$ cat src/rtl/game_state_fsm_if.sv
// ---------------------------------------------------------------------------
// game_state_fsm_if
//  Bundles the signals between the object/collision datapath, the game state
//  machine and the renderer/score logic.
//  Modports:
//    master : datapath/bench side. Drives the controls and object positions
//             and reads back the game state.
//    slave  : game_state_fsm side. Reads the controls and positions and
//             drives state, lives and the event pulses.
//  Signals:
//    start, tick, laser_valid          1-bit controls (tick is a frame strobe)
//    plane_h, enemy_laser_h            COORD_W x positions
//    enemy_v                           NUM_ENEMIES*COORD_W packed enemy rows
//    enemy_alive                       NUM_ENEMIES alive flags
//    state, lives, hit_pulse,
//    over_pulse                        registered FSM outputs
//  Optional feature macro: GAME_PAUSE_EN adds pause (in) and paused (out).
// ---------------------------------------------------------------------------
interface game_state_fsm_if #(
  parameter int NUM_ENEMIES = 8,
  parameter int COORD_W     = 10,
  parameter int LIVES       = 3
);
  logic                           start;
  logic                           tick;
  logic [COORD_W-1:0]             plane_h;
  logic [COORD_W-1:0]             enemy_laser_h;
  logic                           laser_valid;
  logic [NUM_ENEMIES*COORD_W-1:0] enemy_v;
  logic [NUM_ENEMIES-1:0]         enemy_alive;
  logic [1:0]                     state;
  logic [$clog2(LIVES+1)-1:0]     lives;
  logic                           hit_pulse;
  logic                           over_pulse;
`ifdef GAME_PAUSE_EN
  logic                           pause;
  logic                           paused;
`endif

  modport master (
    output start, tick, plane_h, enemy_laser_h, laser_valid, enemy_v, enemy_alive,
`ifdef GAME_PAUSE_EN
    output pause,
    input  paused,
`endif
    input  state, lives, hit_pulse, over_pulse
  );

  modport slave (
    input  start, tick, plane_h, enemy_laser_h, laser_valid, enemy_v, enemy_alive,
`ifdef GAME_PAUSE_EN
    input  pause,
    output paused,
`endif
    output state, lives, hit_pulse, over_pulse
  );
endinterface

$ cat src/rtl/game_state_fsm.sv
// ---------------------------------------------------------------------------
// game_state_fsm
//  Top-level game flow for the single-player shooter:
//  IDLE -> PLAYING -> (HIT respawn phase) -> GAMEOVER -> IDLE.
//  Tracks a lives counter, a timed respawn phase counted in frame ticks,
//  and a defeat condition when any alive enemy reaches DEFEAT_LINE.
//  Ports:
//    clk        system clock
//    reset      asynchronous, active-high
//    game_bus   game_state_fsm_if.slave (controls/positions in, state out)
//  state encoding: 0 IDLE, 1 PLAYING, 2 HIT, 3 GAMEOVER.
//  All outputs are registered: a condition sampled in cycle N shows in N+1.
//  Optional feature macro: GAME_PAUSE_EN. When defined, a rising edge of
//  pause in PLAYING/HIT toggles paused; while paused, state, lives and the
//  respawn counter freeze. Entering IDLE or GAMEOVER clears paused.
// ---------------------------------------------------------------------------
module game_state_fsm #(
  parameter int NUM_ENEMIES   = 8,
  parameter int COORD_W       = 10,
  parameter int PLANE_W       = 20,
  parameter int DEFEAT_LINE   = 380,
  parameter int LIVES         = 3,
  parameter int RESPAWN_TICKS = 60
) (
  input logic               clk,
  input logic               reset,
  game_state_fsm_if.slave   game_bus
);

  localparam int LW = $clog2(LIVES + 1);
  localparam int CW = $clog2(RESPAWN_TICKS + 1);

  typedef enum logic [1:0] {
    IDLE     = 2'd0,
    PLAYING  = 2'd1,
    HIT      = 2'd2,
    GAMEOVER = 2'd3
  } state_t;

  state_t          state_r;
  logic [LW-1:0]   lives_r;
  logic [CW-1:0]   respawn_cnt;
  logic            hit_pulse_r;
  logic            over_pulse_r;
  logic            laser_hit;
  logic            invade;
  logic            frozen;
  logic [COORD_W:0] plane_right;

  // Right edge of the hit box is computed one bit wider so a plane near the
  // right screen edge does not wrap and make the box empty.
  assign plane_right = {1'b0, game_bus.plane_h} + (COORD_W+1)'(PLANE_W);

  assign laser_hit = game_bus.laser_valid &&
                     (game_bus.enemy_laser_h >= game_bus.plane_h) &&
                     ({1'b0, game_bus.enemy_laser_h} < plane_right);

  always_comb begin
    invade = 1'b0;
    for (int i = 0; i < NUM_ENEMIES; i++) begin
      if (game_bus.enemy_alive[i] &&
          (game_bus.enemy_v[i*COORD_W +: COORD_W] >= COORD_W'(DEFEAT_LINE)))
        invade = 1'b1;
    end
  end

`ifdef GAME_PAUSE_EN
  logic paused_r;
  logic pause_q;
  logic pause_rise;

  assign pause_rise      = game_bus.pause && !pause_q;
  assign frozen          = paused_r;
  assign game_bus.paused = paused_r;
`else
  assign frozen = 1'b0;
`endif

  always_ff @(posedge clk or posedge reset) begin
    if (reset) begin
      state_r      <= IDLE;
      lives_r      <= LW'(LIVES);
      respawn_cnt  <= '0;
      hit_pulse_r  <= 1'b0;
      over_pulse_r <= 1'b0;
`ifdef GAME_PAUSE_EN
      paused_r     <= 1'b0;
      pause_q      <= 1'b0;
`endif
    end else begin
      hit_pulse_r  <= 1'b0;
      over_pulse_r <= 1'b0;
`ifdef GAME_PAUSE_EN
      pause_q <= game_bus.pause;
      if (pause_rise && (state_r == PLAYING || state_r == HIT))
        paused_r <= ~paused_r;
`endif
      if (!frozen) begin
        case (state_r)
          IDLE: begin
            if (game_bus.start) begin
              state_r <= PLAYING;
              lives_r <= LW'(LIVES);
            end
          end

          PLAYING: begin
            // Invasion outranks a simultaneous laser hit.
            if (invade) begin
              state_r      <= GAMEOVER;
              lives_r      <= '0;
              over_pulse_r <= 1'b1;
`ifdef GAME_PAUSE_EN
              paused_r     <= 1'b0;
`endif
            end else if (laser_hit && lives_r == LW'(1)) begin
              state_r      <= GAMEOVER;
              lives_r      <= '0;
              hit_pulse_r  <= 1'b1;
              over_pulse_r <= 1'b1;
`ifdef GAME_PAUSE_EN
              paused_r     <= 1'b0;
`endif
            end else if (laser_hit) begin
              // A tick in the same cycle is deliberately not counted.
              state_r     <= HIT;
              lives_r     <= lives_r - LW'(1);
              respawn_cnt <= CW'(RESPAWN_TICKS);
              hit_pulse_r <= 1'b1;
            end
          end

          HIT: begin
            // Laser hits are ignored here: the plane is invulnerable.
            if (invade) begin
              state_r      <= GAMEOVER;
              lives_r      <= '0;
              over_pulse_r <= 1'b1;
`ifdef GAME_PAUSE_EN
              paused_r     <= 1'b0;
`endif
            end else if (game_bus.tick) begin
              respawn_cnt <= respawn_cnt - CW'(1);
              if (respawn_cnt == CW'(1))
                state_r <= PLAYING;
            end
          end

          GAMEOVER: begin
            if (game_bus.start) begin
              state_r <= IDLE;
`ifdef GAME_PAUSE_EN
              paused_r <= 1'b0;
`endif
            end
          end

          default: state_r <= IDLE;
        endcase
      end
    end
  end

  assign game_bus.state      = state_r;
  assign game_bus.lives      = lives_r;
  assign game_bus.hit_pulse  = hit_pulse_r;
  assign game_bus.over_pulse = over_pulse_r;

endmodule

$ cat src/flat_wrapper.sv
// flat-port wrapper written by rule: the top's interface ports become plain ports
module game_state_fsm_flat 
#(
  parameter int NUM_ENEMIES   = 8,
  parameter int COORD_W       = 10,
  parameter int PLANE_W       = 20,
  parameter int DEFEAT_LINE   = 380,
  parameter int LIVES         = 3,
  parameter int RESPAWN_TICKS = 60
)
  (clk, reset, game_bus_start, game_bus_tick, game_bus_plane_h, game_bus_enemy_laser_h, game_bus_laser_valid, game_bus_enemy_v, game_bus_enemy_alive, game_bus_state, game_bus_lives, game_bus_hit_pulse, game_bus_over_pulse);
  game_state_fsm_if #(.NUM_ENEMIES(NUM_ENEMIES), .COORD_W(COORD_W), .LIVES(LIVES)) game_bus_i ();
  input logic clk;
  input logic reset;
  input wire logic [$bits(game_bus_i.start)-1:0] game_bus_start;
  input wire logic [$bits(game_bus_i.tick)-1:0] game_bus_tick;
  input wire logic [$bits(game_bus_i.plane_h)-1:0] game_bus_plane_h;
  input wire logic [$bits(game_bus_i.enemy_laser_h)-1:0] game_bus_enemy_laser_h;
  input wire logic [$bits(game_bus_i.laser_valid)-1:0] game_bus_laser_valid;
  input wire logic [$bits(game_bus_i.enemy_v)-1:0] game_bus_enemy_v;
  input wire logic [$bits(game_bus_i.enemy_alive)-1:0] game_bus_enemy_alive;
  output wire logic [$bits(game_bus_i.state)-1:0] game_bus_state;
  output wire logic [$bits(game_bus_i.lives)-1:0] game_bus_lives;
  output wire logic [$bits(game_bus_i.hit_pulse)-1:0] game_bus_hit_pulse;
  output wire logic [$bits(game_bus_i.over_pulse)-1:0] game_bus_over_pulse;
  assign game_bus_i.start = game_bus_start;
  assign game_bus_i.tick = game_bus_tick;
  assign game_bus_i.plane_h = game_bus_plane_h;
  assign game_bus_i.enemy_laser_h = game_bus_enemy_laser_h;
  assign game_bus_i.laser_valid = game_bus_laser_valid;
  assign game_bus_i.enemy_v = game_bus_enemy_v;
  assign game_bus_i.enemy_alive = game_bus_enemy_alive;
  assign game_bus_state = game_bus_i.state;
  assign game_bus_lives = game_bus_i.lives;
  assign game_bus_hit_pulse = game_bus_i.hit_pulse;
  assign game_bus_over_pulse = game_bus_i.over_pulse;
  game_state_fsm #(.NUM_ENEMIES(NUM_ENEMIES), .COORD_W(COORD_W), .PLANE_W(PLANE_W), .DEFEAT_LINE(DEFEAT_LINE), .LIVES(LIVES), .RESPAWN_TICKS(RESPAWN_TICKS)) u_core (.clk(clk), .reset(reset), .game_bus(game_bus_i));
endmodule
$ cat config.mk
export PLATFORM = sky130hd
export DESIGN_NAME = game_state_fsm_flat
export DESIGN_NICKNAME = d
export VERILOG_FILES = /design/src/rtl/game_state_fsm_if.sv /design/src/rtl/game_state_fsm.sv /design/src/flat_wrapper.sv
export SDC_FILE = /design/constraint.sdc
export NUM_CORES = 1
export LEC_CHECK = 0
export BUFFER_PORTS_ARGS = -buffer_cell sky130_fd_sc_hd__clkbuf_2
export CORE_MARGIN = 2
export CORE_UTILIZATION = 41
export DETAILED_ROUTE_END_ITERATION = 16
export HOLD_SLACK_MARGIN = 0.08
export PLACE_DENSITY = 0.82
export REMOVE_ABC_BUFFERS = 1
export SLEW_MARGIN = 20
export SYNTH_ARGS = -nofsm -noshare
export SYNTH_HDL_FRONTEND = slang
export SYNTH_SLANG_ARGS = --single-unit
$ cat constraint.sdc
create_clock -name clk -period 2.7 [get_ports clk]
set_input_delay 0.405 -clock clk [delete_from_list [all_inputs] [get_ports clk]]
set_output_delay 0.405 -clock clk [all_outputs]
set_load 0.02 [all_outputs]
==> flow_summary.yaml, run 1 <==
sta:
  hold_viol: 0
  drv_slew: 0
  min_period_over_period_pct: 96.93
  fin_crit_ns: 2.617
  setup_tns_ns: 0
  slew_headroom_pct: 65.66
  holdWs_ns: 0.1571
  fin_skew_ns: 0.0005897
  setup_viol: 0
  max_clock_freq_mhz: 382.1
  max_slew.worst_pin.slew_ns: 0.5112
global_routing:
  grt_first_pass_wirelength_mm: 7.162
  antenna_found_initial: 0
  overflow: 0
  grt_pass1_vias: 1848
  grt_util_all_layers_pct: 20.72
  grt_max_degree: 13
route:
  drc: 0
  ant_nets: 0
  routed_via_density: 5.330
  routed_wirelength_mm: 4.792
  drt_iter0_drc: 58
  drt_pass1_iterations: 4
  avgRoutedWirePerCell_um: 12.95
  num_vias: 1972
yosys:
  postSynth.topFlopCell: "dfrtp_1"
  yosysWarningCount: 0
  ys_ff_latch: 12
  netlist_top_cells_area: "ha_1 (22%), dfrtp_1 (16%), inv_1 (5.5%)"
  synth-edff-count: 0
  yosysSeqAreaShare_pct: 19.18
  netlist.area_leader.share_pct: 22.19
  synthArstFlopShare_pct: 100.0
  syn-instance-count: 197
  synth.avg_cell_area_um2: 8.015
  synth_cell_types: 46
  yosys.area.top_type: "ha_1"
  synth_area_um2: 1579
clock_network:
  hold_buffers: 0
  cts_max_path_buffers: 2
  clock_sinks: 12
  path_clk_slew_ns: 0.05
  clkLatencyLatePin_ns: 0.24
  root_buffer: "clkbuf_8"
  cts_tree: "done"
  htreeDepth: 1
  cts_buffers: 3
  cts_setup_buffers: 0
die:
  die_w_um: 66.06
  num_rows: 22
  core_um2: 3689
  ios: 119
  start_util_pct: 42.81
  die_h_um: 66.06
  die_area_um2: 4364
layout:
  post_route_cells_drive_above_1_share_pct: 45.96
  fin_cells: 370
  finalInstanceArea_um2: 2456
  syn_to_final_growth_pct: 55.55
  nFillCells: 298
  multi_input_area_um2: 1282
  antennaDiodeCount: 0
  seqCellArea_um2: 302.8
  nNetsFinal: 464
critical_path:
  critPathCaptureType: "flip-flop"
  cp_top_family: "compound AO/OA/AOI/OAI gates"
  setup.worst_path.start: "game_bus_plane_h[5]"
  critical_path_buf_inv_count: 4
  r2r-start: "u_core.game_bus.state[0]"
  critPathKind: "in -> reg"
  slowest_stage: "ha_1"
  crit_path_cell_trace: "clkbuf_2 > inv_1 > buf_4 > xnor2_2 > ha_1 > a21o_1 > a211oi_2 > o21ai_1 > o22ai_2 > o311a_1 > a22oi_2 > buf_4 > mux2_2"
  crit_fanout: 5
  worstPathRequired_ns: 2.83
  critical-path-max-stage-delay_ns: 0.32
  cp-start-kind: "input port"
  cp.arrival_ns: 2.75
  cp_common_cell: "buf_4"
placed_design:
  io_buffers: 102
  hpwl_mm: 4.038
  placed_cells: 367
  place_congestion: 0.8313
  placed_area_um2: 2302
run:
  maxCapViolCount: 0
worst_hold_path:
  hold_path_class: "in -> async"
power:
  report.power.total_mw: 1.470
  ir_drop_uv: 346.2
  power_leakage_nw: 1.277
  powerDensity_nw_per_um2: 598.7
outcome:
  run_status: "finished clean"
==> cell usage after synthesis (3+ instances only) <==
cell	instances
ha_1	28
dfrtp_1	10
nand4_1	9
mux2i_1	3
nand2_1	8
o21ai_0	8
a21o_1	3
nand3_1	17
a21oi_1	12
nor2b_1	3
nor2_1	18
nor3_1	6
o21a_1	4
xnor2_1	5
inv_1	23
==> placed cells by master (no fill, tap or decap), types with 2 or more instances in the layout <==
master and instances:
ha_1 27, nor3_1 5, o21ai_0 6, nand2_1 8, buf_4 22, xnor2_1 4
a211oi_2 2, mux2i_1 3, nor2b_1 3, nand4b_1 2, nand4_1 9, o211ai_1 2
nor4_1 2, nor2_1 18, a21oi_1 10, clkbuf_2 100, dfrtp_1 10, inv_1 23
mux2_4 2, a31oi_1 2, dfstp_2 2, o21a_1 4, o221a_2 2, nand3_1 17
clkbuf_8 4, a21o_1 3
==> sequential cells by signal, indices dropped and copies added (netlist names) <==
register / flops
u_core.game_bus.hit_pulse: 1
u_core.game_bus.lives: 2
u_core.game_bus.over_pulse: 1
u_core.respawn_cnt: 6
u_core.game_bus.state: 2
==> per-stage QoR <==
stage / setup WS [ns] / utilization, %
3_3_place_gp: -0.2124 / 62.42
6_report: 0.08296 / 66.59
4_1_cts: 0.04563 / 64.31
2_1_floorplan: 0.004594 / -
3_5_place_dp: -0.3386 / 62.42
5_1_grt: -0.03791 / 66.59
==> report_power, final <==
| group | switching [mW] | internal (mW) | total [mW] |
|---|---|---|---|
| Clock | 0.0709 | 0.129 | 0.200 |
| Combinational | 0.477 | 0.466 | 0.944 |
| Sequential | 0.0701 | 0.257 | 0.327 |
| Total | 0.618 | 0.852 | 1.47 |
==> area by class of cell <==
| cell class | count | area share (%) |
|---|---|---|
| Multi-Input combinational cell | 160 | 52.22 |
| Timing Repair Buffer | 122 | 27.10 |
| Sequential cell | 12 | 12.33 |
| Inverter | 24 | 3.668 |
| Tap cell | 48 | 2.445 |
| Clock buffer | 4 | 2.241 |
==> final timing paths <==
check	cells after the start	slack [ns]	end
max	13	0.08	u_core.respawn_cnt[0]
min	2	0.16	u_core.respawn_cnt[0]
max reg2reg	8	0.66	u_core.respawn_cnt[5]
min reg2reg	2	0.52	u_core.game_bus.lives[1]
max in group asynchronous	2	2.19	u_core.game_bus.lives[0]
min in group clk	3	0.47	u_core.game_bus.hit_pulse
==> logic make-up after synthesis <==
| kind of cell | after synthesis | share of synthesized area, % |
|---|---|---|
| compound gates | 49 | 21.55 |
| xor+xnor | 6 | 3.328 |
| fa+ha+maj | 28 | 22.19 |
| buf+inv | 25 | 6.021 |
| flops | 12 | 19.18 |
| mux | 6 | 4.517 |
| simple gates | 71 | 23.22 |
==> metal layers <==
| layer | up-vias | track usage [%] | share of wire [%] |
|---|---|---|---|
| met4 | 0 | 3.827 | 1.0 |
| met5 | - | 0 | 0 |
| li1 | 989 | - | - |
| met1 | 900 | 21.13 | 37 |
| met3 | 7 | 1.533 | 6.9 |
| met2 | 76 | 44.70 | 55 |
==> what timing repair did <==
action	in CTS	in global routing
pin swaps	1	15
setup endpoints to repair	2	10
gates resized for setup	4	19
Power figures use the tool's default switching activity.
==> inputs of run 2 (changes only) <==
Settings changed: CORE_MARGIN 2 to 3.
==> run 2 against run 1 <==
  * Critical path depth stayed put
  * Sequential share of layout area is essentially flat
  * First-iteration DRC count up 31%
  * Final cell count is 0.54% higher
  * Total power grew 5.4%
  * Largest cell class unchanged
  * Count of clock-buffer cells in the layout is the same
  * Sequential cell count unchanged
  * Hold slack got worse by 0.0027 ns
  * Routed wire length increased by 8.3%
  * Via count increased by 1.6%
  * Fmax fell by 0.76%
==> flow_summary.yaml, run 2 (synthesis results as in run 1) <==
outcome:
  run_status: "finished clean"
route:
  num_vias: 2003
  drc: 0
  routed_via_density: 5.384
  avgRoutedWirePerCell_um: 13.95
  routed_wirelength_mm: 5.190
  ant_nets: 0
  drt_pass1_iterations: 5
  drt_iter0_drc: 76
critical_path:
  critical-path-max-stage-delay_ns: 0.36
  critPathKind: "in -> reg"
  cp.arrival_ns: 2.77
  critical_path_buf_inv_count: 3
  cp-start-kind: "input port"
  worstPathRequired_ns: 2.83
  slowest_stage: "o32a_1"
  crit_fanout: 2
  critPathCaptureType: "flip-flop"
  crit_path_cell_trace: "clkbuf_2 > inv_1 > buf_4 > xnor2_1 > ha_1 > a21o_1 > a211oi_2 > o21ai_1 > o22ai_2 > o311ai_2 > a21oi_2 > o211ai_1 > o32a_1"
  cp_top_family: "compound AO/OA/AOI/OAI gates"
sta:
  max_clock_freq_mhz: 379.2
  holdWs_ns: 0.1544
  max_slew.worst_pin.slew_ns: 0.4993
  min_period_over_period_pct: 97.67
  setup_viol: 0
  fin_skew_ns: 0.003371
  fin_crit_ns: 2.637
  drv_slew: 0
  slew_headroom_pct: 66.68
  finalWorstSetupSlack_ns: 0.06291
  hold_viol: 0
clock_network:
  htreeDepth: 1
  cts_max_path_buffers: 2
  clock_sinks: 12
  cts_tree: "done"
  hold_buffers: 0
  cts_buffers: 3
  clkLatencyLatePin_ns: 0.25
  root_buffer: "clkbuf_8"
  path_clk_slew_ns: 0.06
power:
  powerDensity_nw_per_um2: 629.8
  ir_drop_uv: 614.4
  power_leakage_nw: 1.294
placed_design:
  place_congestion: 0.8865
  io_buffers: 102
  hpwl_mm: 4.293
  pre_cts_ws_ns: -0.2972
  placed_cells: 365
layout:
  layout_common_cells: "clkbuf_2 (101), ha_1 (27), buf_4 (24)"
  fin_util_pct: 69.90
  antennaDiodeCount: 0
  fin_cells: 372
  nFillCells: 281
  final_common_cell: "clkbuf_2"
  post_route_cells_drive_above_1_share_pct: 46.93
  multi_input_area_um2: 1259
  seqCellArea_um2: 302.8
  largest_register_ffs: 6
  syn_to_final_growth_pct: 55.86
  top_register: "u_core.respawn_cnt"
  nNetsFinal: 468
global_routing:
  grt_max_degree: 13
  grt_pass1_vias: 1960
  grt_util_all_layers_pct: 21.53
  grt_first_pass_wirelength_mm: 7.659
  antenna_found_initial: 0
  overflow: 0
die:
  die_area_um2: 4632
  die_w_um: 68.06
  start_util_pct: 44.85
  die_h_um: 68.06
  ios: 119
  num_rows: 21
  core_um2: 3521
run:
  maxCapViolCount: 0
worst_hold_path:
  hold_path_class: "in -> async"
-- run 2: cell types whose count changed in the layout (fill, tap and decap cells not counted) --
cell	change
buf_4	+2
a32oi_1	-1
a32oi_2	+1
buf_6	+1
clkbuf_2	+1
ha_2	+1
ha_4	-1
o2111ai_2	+1
o2111ai_4	-1
o311ai_2	+1
o311ai_4	-1
-- run 2: report_power, final --
| part | total [mW] | leakage, nW | switching [mW] | internal (mW) |
|---|---|---|---|---|
| Combinational | 1.02 | 1.13 | 0.511 | 0.511 |
| Sequential | 0.323 | 0.134 | 0.0666 | 0.256 |
| Clock | 0.205 | 0.0288 | 0.0754 | 0.129 |
-- run 2: layout make-up --
cell class,count,share of cell area (%)
tap,46,2.339
timing repair buffer,126,28.32
multi-input combinational,160,51.14
inverter,24,3.660
clock buffer,4,2.237
sequential,12,12.30
-- run 2: worst paths after layout --
| check | slack, ns | to | start | cells after the start |
|---|---|---|---|---|
| setup / recovery | 0.06 | u_core.game_bus.state[0] | game_bus_plane_h[5] | 13 |
| hold / removal | 0.15 | u_core.respawn_cnt[0] | reset | 2 |
| setup reg to reg | 0.52 | u_core.respawn_cnt[0] | u_core.game_bus.state[0] | 9 |
| hold reg to reg | 0.51 | u_core.game_bus.lives[1] | u_core.game_bus.lives[1] | 2 |
| max in group asynchronous | 2.19 | u_core.game_bus.lives[1] | reset | 2 |
| min in group clk | 0.51 | u_core.game_bus.lives[1] | u_core.game_bus.lives[1] | 2 |
-- run 2: timing repair --
item                                    in CTS  in global routing
resized for setup                            2                 18
buffers inserted                             0                  4
endpoints found under the setup margin       2                 11
pin swaps                                    1                 14
-- run 2: through the flow --
stage	TNS (ns)	instance area, µm²	power [mW]
floorplan	0	1574	0.8766
global placement	-1.089	2300	1.211
detailed placement	-2.083	2300	1.249
CTS	0	2355	1.467
global route	-0.1120	2461	1.664
finish	0	2461	1.550
-- run 2: layer usage --
layer	vias up	global-route usage [%]	share of wire, %
met2	81	44.40	54
met3	8	3.777	7.8
met5	-	0	0
met4	0	3.474	1.0
li1	992	-	-
met1	922	22.32	37
==> inputs of run 3 (changes only) <==
Settings changed: ABC_AREA from default to 1, CORE_UTILIZATION 41 to 43, MAX_ROUTING_LAYER from default to met4.
==> run 3 against run 2 <==
  * Core utilization fell by 9.5 points
  * Sequential cell count did not move
  * Clock power shrank 19%
  * Design area shrank 0.46%
  * Critical path type unchanged
  * Largest cell class unchanged
  * Largest power group unchanged
==> flow_summary.yaml, run 3 <==
route:
  drt_pass1_iterations: 4
  drc: 0
  ant_nets: 0
  routed_via_density: 4.689
  highest_layer: "met4"
  wl_met2_mm: 2.015
  routed_wirelength_mm: 4.121
  wl_met3_um: 367
  avgRoutedWirePerCell_um: 9.282
  drt_iter0_drc: 84
  num_vias: 2082
  drt-met1-wl_mm: 1.713
yosys:
  synthArstFlopShare_pct: 100.0
  synth_top_cells_by_count: "nand2_1 (71), inv_1 (50), nor2_1 (33), ha_1 (28), nand3_1 (17)"
  syn-instance-count: 288
  yosys.area.top_type: "ha_1"
  yosysWarningCount: 0
  synth.most_common_cell: "nand2_1"
  yosysSeqAreaShare_pct: 16.61
  netlist.area_leader.share_pct: 19.22
  synth_cell_types: 29
  synth-edff-count: 0
  postSynth.topFlopCell: "dfrtp_1"
  netlist_top_cells_area: "ha_1 (19%), nand2_1 (15%), dfrtp_1 (14%)"
  synth.avg_cell_area_um2: 6.330
  ys_ff_latch: 12
  synth_area_um2: 1823
critical_path:
  critical-path-max-stage-delay_ns: 0.29
  cp_common_cell: "nand2_1"
  setup.worst_path.start: "game_bus_plane_h[2]"
  worstPathRequired_ns: 2.83
  r2r-start: "u_core.game_bus.state[0]"
  critPathCaptureType: "flip-flop"
  cp-start-kind: "input port"
  critical_path_buf_inv_count: 2
  critPathKind: "in -> reg"
  cp_top_family: "simple AND/OR/NAND/NOR gates"
  rrSetupSlack_ns: 0.78
  crit_fanout: 12
  slowest_stage: "ha_1"
  crit_path_cell_trace: "clkbuf_2 > ha_1 > nor2_1 > nor2_2 > xor2_1 > ha_1 > a21o_1 > nor2_1 > nand2_1 > nand2_1 > nand2_1 > nand2_2 > nand2_2 > a21boi_2 > nand3_2 > buf_12 > nand2_1 > o21ai_2"
  cp.arrival_ns: 2.49
sta:
  fin_skew_ns: 0.007664
  max_slew.worst_pin.slew_ns: 0.4494
  fin_crit_ns: 2.359
  min_period_over_period_pct: 87.38
  setup_tns_ns: 0
  hold_viol: 0
  rsz0062_at_grt: "no"
  slew_headroom_pct: 70.01
  setup_viol: 0
  holdWs_ns: 0.1465
  drv_slew: 0
  max_clock_freq_mhz: 423.8
layout:
  layout_common_cells: "clkbuf_2 (102), nand2_1 (71), inv_1 (50)"
  post_route_cells_drive_above_1_share_pct: 33.76
  finalInstanceArea_um2: 2450
  fin_cells: 444
  seqCellArea_um2: 302.8
  antennaDiodeCount: 0
  syn_to_final_growth_pct: 34.39
  multi_input_area_um2: 1303
  largest_register_ffs: 6
  nNetsFinal: 536
  nFillCells: 359
  final_common_cell: "clkbuf_2"
  top_register: "u_core.respawn_cnt"
die:
  core_um2: 4058
  start_util_pct: 44.93
  die_w_um: 71.11
  die_area_um2: 5057
  die_h_um: 71.11
  num_rows: 23
  ios: 119
run:
  maxCapViolCount: 0
clock_network:
  hold_buffers: 0
  clock_sinks: 12
  cts_setup_buffers: 0
  cts_max_path_buffers: 2
  path_clk_slew_ns: 0.05
  cts_buffers: 3
  post_cts_resized: 0
  cts_tree: "done"
  clkLatencyLatePin_ns: 0.24
  htreeDepth: 1
  root_buffer: "clkbuf_8"
global_routing:
  overflow: 0
  antenna_found_initial: 0
  grt_pass1_vias: 1957
  grt_util_all_layers_pct: 17.38
  grt_max_degree: 13
  grt_first_pass_wirelength_mm: 7.251
placed_design:
  placed_cells: 440
  placed_area_um2: 2405
  hpwl_mm: 3.773
  io_buffers: 102
  place_congestion: 0.8901
power:
  powerDensity_nw_per_um2: 616.1
  power.switching_mw: 0.7020
  internal_power_mw: 0.8073
  pwr-share-comb_pct: 64.4
  seqPwrFrac_pct: 24.6
  switching_share_pct: 46.51
  clockPowerShare_pct: 11.0
  ir_drop_uv: 338.3
  power_leakage_nw: 1.508
outcome:
  run_status: "finished clean"
worst_hold_path:
  hold_path_class: "in -> async"
[run 3: changes by cell type after synthesis, sizes merged, moves of 4 or more]
cell / delta
xor2: +8
inv: +30
o21ai: +7
nor2: +16
xnor2: -4
nor3: -5
nand2: +72
o21a: -4
[run 3: worst paths after layout]
| path | to | cells past startpoint |
|---|---|---|
| max | u_core.respawn_cnt[5] | 18 |
| min | u_core.respawn_cnt[1] | 2 |
| max reg2reg | u_core.respawn_cnt[5] | 10 |
| min reg2reg | u_core.game_bus.lives[1] | 2 |
| max in group asynchronous | u_core.game_bus.lives[1] | 2 |
| min in group clk | u_core.game_bus.lives[1] | 2 |
[run 3: cells by family after synthesis]
kind of cell             after synthesis  share of synthesized area [%]
AO/OA/AOI/OAI                         36                          12.15
XOR/XNOR                              10                          4.805
adder cells (fa/ha/maj)               28                          19.22
buffers and inverters                 56                          11.94
flip-flops                            12                          16.61
AND/OR/NAND/NOR                      146                          35.28
[run 3: power groups by stage]
stage / Sequential [mW] / Combinational (mW) / Clock (mW)
2_1_floorplan: 0.402 / 0.654 / 0
5_1_grt: 0.388 / 1.12 / 0.182
3_3_place_gp: 0.373 / 0.954 / 0
4_1_cts: 0.373 / 0.985 / 0.172
3_5_place_dp: 0.375 / 0.975 / 0
6_report: 0.371 / 0.972 / 0.166
[run 3: cell type report]
class / instances / area share [%]
Multi-Input combinational cell: 220 / 53.17
Timing Repair Buffer: 103 / 21.65
Sequential cell: 12 / 12.36
Inverter: 55 / 8.427
Tap cell: 50 / 2.554
Clock buffer: 4 / 1.839
[run 3: per-layer routing]
layer  track usage, %  vias up
li1                 -     1123
met1            19.15      867
met2            32.65       88
met3            2.273        4
met4            4.384        0
met5                -        -
[run 3: metrics by stage]
| stage | utilization [%] | setup slack, ns | power [mW] |
|---|---|---|---|
| detailed placement | 59.27 | 0.08425 | 1.351 |
| global route | 60.38 | 0.1366 | 1.695 |
| floorplan | - | 0.2756 | 1.056 |
| finish | 60.38 | 0.3406 | 1.509 |
| global placement | 59.27 | 0.1183 | 1.327 |
| CTS | 60.38 | 0.3381 | 1.530 |
[run 3: worst register-to-register path: stages (launching register included)]
cell      delay (ns)
dfrtp_1         0.45
inv_1           0.14
ha_1            0.26
inv_1           0.22
nor2_1          0.10
nor2_1          0.08
a21boi_2        0.16
nand3_2         0.10
buf_12          0.16
nand2_1         0.07
o21ai_2         0.05
